**config.mk**
```make
export PLATFORM = sky130hd
export DESIGN_NAME = adder3
export DESIGN_NICKNAME = d
export VERILOG_FILES = /design/src/rtl/adder3.sv
export SDC_FILE = /design/constraint.sdc
export NUM_CORES = 1
export LEC_CHECK = 0
export CORE_AREA = 2 2 39 41
export CTS_BUF_LIST = sky130_fd_sc_hd__clkbuf_2
export DETAILED_ROUTE_END_ITERATION = 16
export DIE_AREA = 0 0 41 43
export PLACE_DENSITY_LB_ADDON = 0.15
export SETUP_SLACK_MARGIN = 0.4
export SYNTH_ARGS = -nofsm -noshare
export SYNTH_HDL_FRONTEND = slang
export SYNTH_SLANG_ARGS = --single-unit
```
**constraint.sdc**
```tcl
create_clock -name clk -period 2.1 [get_ports clk]
set_input_delay 0.42 -clock clk [delete_from_list [all_inputs] [get_ports clk]]
set_output_delay 0.42 -clock clk [all_outputs]
set_load 0.1 [all_outputs]
```
**src/rtl/adder3.sv**
```systemverilog
// Registered WIDTH-bit ripple-carry adder: {cout, sum} = a + b + cin, captured
// one cycle after an accepted input and flagged by out_valid.
module adder3 #(
   parameter int WIDTH = 3
) (
   input  logic             clk,
   input  logic             rst,
   input  logic             in_valid,
   input  logic [WIDTH-1:0] a,
   input  logic [WIDTH-1:0] b,
   input  logic             cin,
   output logic             out_valid,
   output logic [WIDTH-1:0] sum,
   output logic             cout
);

   logic [WIDTH:0]   carry;
   logic [WIDTH-1:0] sum_next;

   // Full-adder chain: carry[0] is cin and carry[WIDTH] becomes cout.
   always_comb begin
      carry    = '0;
      sum_next = '0;
      carry[0] = cin;
      for (int i = 0; i < WIDTH; i++) begin
         sum_next[i]  = a[i] ^ b[i] ^ carry[i];
         carry[i+1]   = (a[i] & b[i]) | (carry[i] & (a[i] ^ b[i]));
      end
   end

   // Reset wins over in_valid; idle cycles keep the last result and only drop out_valid.
   always_ff @(posedge clk) begin
      if (rst) begin
         out_valid <= 1'b0;
         sum       <= '0;
         cout      <= 1'b0;
      end else begin
         out_valid <= in_valid;
         if (in_valid) begin
            sum  <= sum_next;
            cout <= carry[WIDTH];
         end
      end
   end

endmodule

```
# Yosys cells after proc, flatten, opt, wreduce, memory -nomap -nowiden

Cells that the tools add are included.
W data, S select, Z words.

Bitwise operators: 15

Operators with widths:

| cell          | count |
|---|---|
| $and A1 B1 Y1 | 6 |
| $xor A1 B1 Y1 | 6 |
| $or A1 B1 Y1  | 3 |

Output and inout bits: 5
Bits in registers: 5
Word-level logic and storage cells: 18

# Longest topological paths before layout

Depth after elaboration: 7
Mapped depth: 7
Depth with buffers taken out: 7

# Worst setup path before layout

No wires, ideal clock.

Path kind: input-to-reg
From: input port a[0]
To: register sum[2]
Library setup time: 79 ps
Stages: 7
Setup slack: 275 ps
Arrival: 1746 ps
Buffers on the path: 0
Path through: inv_1 > fa_1 > inv_1 > fa_1 > inv_1 > fa_1 > a211oi_2

Longest elaborated chain between the ends: 6
Elaborated cells on any way between the ends: 7
Classes of those cells: bitwise (7)

Ends and longest elaborated chain:

| what                   | line | text |
|---|---|---|
| start: declaration     | 9    | `input logic [WIDTH-1:0] a,` |
| $xor A1 B1 Y1          | 27   | `carry[i+1] = (a[i] & b[i]) \| (carry[i] & (a[i] ^ b[i]));` |
| $and A1 B1 Y1          | 27   |  |
| $or A1 B1 Y1 (*)       | 27   |  |
| $and A1 B1 Y1 (*)      | 27   |  |
| $or A1 B1 Y1 (*)       | 27   |  |
| $xor A1 B1 Y1 (*)      | 26   | `sum_next[i] = a[i] ^ b[i] ^ carry[i];` |
| end signal: assignment | 40   | `sum <= sum_next;` |
| end: declaration       | 13   | `output logic [WIDTH-1:0] sum,` |

Every way passes the cells marked *; elsewhere a longest branch is shown, timed or not.
A chain may end at the register's enable or synchronous reset.

# Worst setup path after layout

From: input port cin
To: register sum[2]

Longest elaborated chain between the ends: 5

Ends and longest elaborated chain:

| what               | line | text |
|---|---|---|
| start: declaration | 11   | `input logic cin,` |
| $and A1 B1 Y1      | 27   |  |
| $or A1 B1 Y1       | 27   |  |
| $and A1 B1 Y1      | 27   |  |
| $or A1 B1 Y1       | 27   |  |
| $xor A1 B1 Y1      | 26   |  |

Every way passes these cells.

==> metrics.md <==
| Metric | Value |
|---|---|
| Post-placement cell area | 415 um2 |
| Worst slack at placement | -0.320 ns |
| Period utilization | 0.783 |
| # hold bufs at CTS | 0 |
| Antenna violations before repair | 0 |
| Routability Congestion | 0.566 |
| Arrival @ worst endpoint | 1.79 ns |
| DRC errors left | 0 |
| Maximum buffer depth of the clock tree | 2 |
| Outcome | completed |
| Share of layout cells above drive strength 1 | 0.500 |
| Final Hold Vio Count | 0 |
| Most common library cells after synthesis | 7 x inv_1, 5 x dfxtp_1, 4 x nor2_1, 3 x a211oi_2, 3 x fa_1 |
| Total number of placement rows | 14 |
| Cell Chain, Critical Path | buf_6, inv_8, fa_2, inv_2, fa_2, inv_2, fa_1, a211oi_2 |
| Finish-stage setup viols | 0 |
| Die span in y | 43 um |
| Mean post-synth cell area | 10.7 um2 |
| Largest family of logic cells by synthesized area | adder cells |
| Final setup TNS | 0 ns |
| Die W | 41 um |
| Number of levels in the clock H-tree | 1 |
| Maximum single-stage delay on the critical path | 0.44 ns |
| Number of routed nets with antenna violations | 0 |
| Share of synthesized cell area in and, or, nand and nor gates | 0.0798 |
| Via/cell ratio | 3.78 |
| Cell area after synthesis | 267 um2 |
| Number of setup buffers added after CTS | 0 |
| Kind of start point of the critical path | input pin |
| Number of flops mapped to enable cells by yosys | 0 |
| Clock sink count | 5 |
| Power density cells | 757 nW/um2 |
| CTS tree | built |
| Average wire per cell in the routed design | approximately 8 um |
| CTS Buf Count | 3 |
| Adder-cell area share of the yosys netlist | 0.225 |
| Clock transition at the register clock pins on the worst setup and hold paths after CTS | approximately 0.060 ns |
| Gr ovfl total | 0 |
| Number of instances in the synthesized netlist | 25 |
| Worst Skew | 0 ns |
| Post-synthesis mux area share | 0.0376 |
| Worst min-delay path class | register to register |
| First-pass GRT wire length | 745 um |
| Complex-gate fraction of the synthesized area | 0.141 |
| Share of synthesized flip-flops with an asynchronous set or reset | 0 |
| Maximum number of pins on one net before global-route repair | 9 |
| Post-synth net total | 38 |
| CTS root buf | clkbuf_2 |
| Placeable Area | 1380 um2 |
| Number of global-route vias before repair | between 150 and 200 |
| Placed wire-length estimate | 382 um |
| Number of top-level pins | 15 |
| Most instantiated flip-flop cell in the synthesis netlist | dfxtp_1 |
| Maximum clock rate | 608 MHz |
| Data required time of the critical path | 2.25 ns |
| Final WL | 470 um |
| Final Util | 0.307 |
| Area contributors post-synth | dfxtp_1 38%, fa_1 23%, a211oi_2 14%, inv_1 9.9%, nor2_1 5.6% |
| Seq/Total Area, Yosys | 0.376 |
| Transition at the pin with the smallest max-transition slack | 0.336 ns |
| Die Footprint | roughly 1800 um2 |
| Final antenna diode count | 0 |
| Cell type with the highest aggregate area in the netlist | dfxtp_1 |
| Yosys cell types | 8 |
| Syn. warnings | 0 |
| Critical path fanouts, max | 1 |
| Post-synthesis register bit count | 5 |
| Number of maximum-capacitance constraint violations | 0 |
| Starting Density | 0.193 |
| Cell area after layout | approximately 420 um2 |
| CP endpoint kind | register |
| Number of nets at the end of the flow | 56 |
| Vias | 219 |
| Slowest cell on the critical path | fa_1 |
| Leakage | 0.201 nW |
| Path type of the worst setup path | input pin to register |
| Post-route minimum period | 1.64 ns |
| Cell with the most instances after synthesis | inv_1 |
| Min setup slack post-route | 0.456 ns |
| RSZ-0062 raised after global routing | false |
| Total iterations of the first detailed-routing run | 2 |
| VDD IR-drop max | 0.296 mV |
| Clock latency on the worst-skew pair | 0.22 ns |
| Fraction of synthesized cell area taken by the top area cell type | 0.376 |
| Global-route total usage across every layer | 0.0725 |
| Iteration-0 DRC Markers | 2 |
| Slew margin rel. | 0.776 |
| Input/output buffers | 14 |
| XOR/XNOR Fraction of Synth Area | 0 |
| Post-synthesis to final-layout area growth | 59.2% |
| Count of final max-slew check failures | 0 |
-- state kept, by name (all words and copies together) (netlist names) --
| name | cells |
|---|---|
| sum | 3 |
| out_valid | 1 |
| cout | 1 |
-- power by group --
part	total (mW)	switching [mW]	internal (mW)	leakage [nW]
Sequential	0.107	0.00373	0.103	0.0416
Clock	0.0927	0.0423	0.0504	0.0166
Combinational	0.122	0.0839	0.0378	0.143
Total	0.321	0.130	0.191	0.201
-- cells in the final DEF (no fill, tap or decap) --
master           count
a211oi_2             3
nor2_1               4
inv_1                3
inv_2                3
dlygate4sd2_1        2
fa_2                 2
mux2i_1              1
fa_1                 1
buf_2                2
buf_6                1
dfxtp_1              5
inv_8                1
buf_4                5
clkdlybuf4s50_1      4
clkbuf_2             4
nor2b_1              1
-- metrics by stage --
| step | hold slack, ns | power (mW) | instances |
|---|---|---|---|
| floorplan | 0.492 | 0.199 | 25 |
| global placement | 0.489 | 0.234 | 54 |
| detailed placement | 0.488 | 0.235 | 54 |
| CTS | 0.517 | 0.330 | 58 |
| global route | 0.530 | 0.342 | 58 |
| finish | 0.510 | 0.321 | 58 |
-- per-layer routing --
| metal | share of wire | vias to the layer above | GRT usage |
|---|---|---|---|
| met3 | 0.13 | 2 | 0.0785 |
| met5 | 0 | - | 0 |
| met1 | 0.39 | 100 | 0.0812 |
| met2 | 0.45 | 10 | 0.0719 |
| li1 | - | 107 | - |
| met4 | 0.023 | 0 | 0.0600 |
-- worst max-delay path: cells and delay by family --
kind,cells,cell delay (ns)
AOI/OAI and AO/OA,1,0.18
buffers and inverters,4,0.21
adders and majority gates,3,0.99
-- area by class of cell --
| cell class | count | area [um2] |
|---|---|---|
| inverter | 7 | 33.8 |
| clock buffer | 4 | 20.0 |
| tap | 16 | 20.0 |
| sequential | 5 | 100 |
| fill | 150 | 960 |
| timing repair buffer | 14 | 116 |
| multi-input combinational | 12 | 134 |
-- cell families after synthesis --
family | Yosys count
and+or+nand+nor | 5
buffers and inverters | 8
adders and majority gates | 3
DFF | 5
AOI/OAI and AO/OA | 3
muxes | 1
-- repair_timing --
action                     CTS  global route
pin swaps                    4             1
setup endpoints to repair    3             1
gates resized for setup     14             0
-- final timing paths --
kind | from | endpoint | slack (ns) | cells past startpoint
max | cin | sum[2] | 0.46 | 8
max reg2reg | cout | cout | 1.50 | 2
min reg2reg | sum[2] | sum[2] | 0.51 | 2
min | sum[2] | sum[2] | 0.51 | 2
Note: power is estimated with default switching activity, not from simulation.
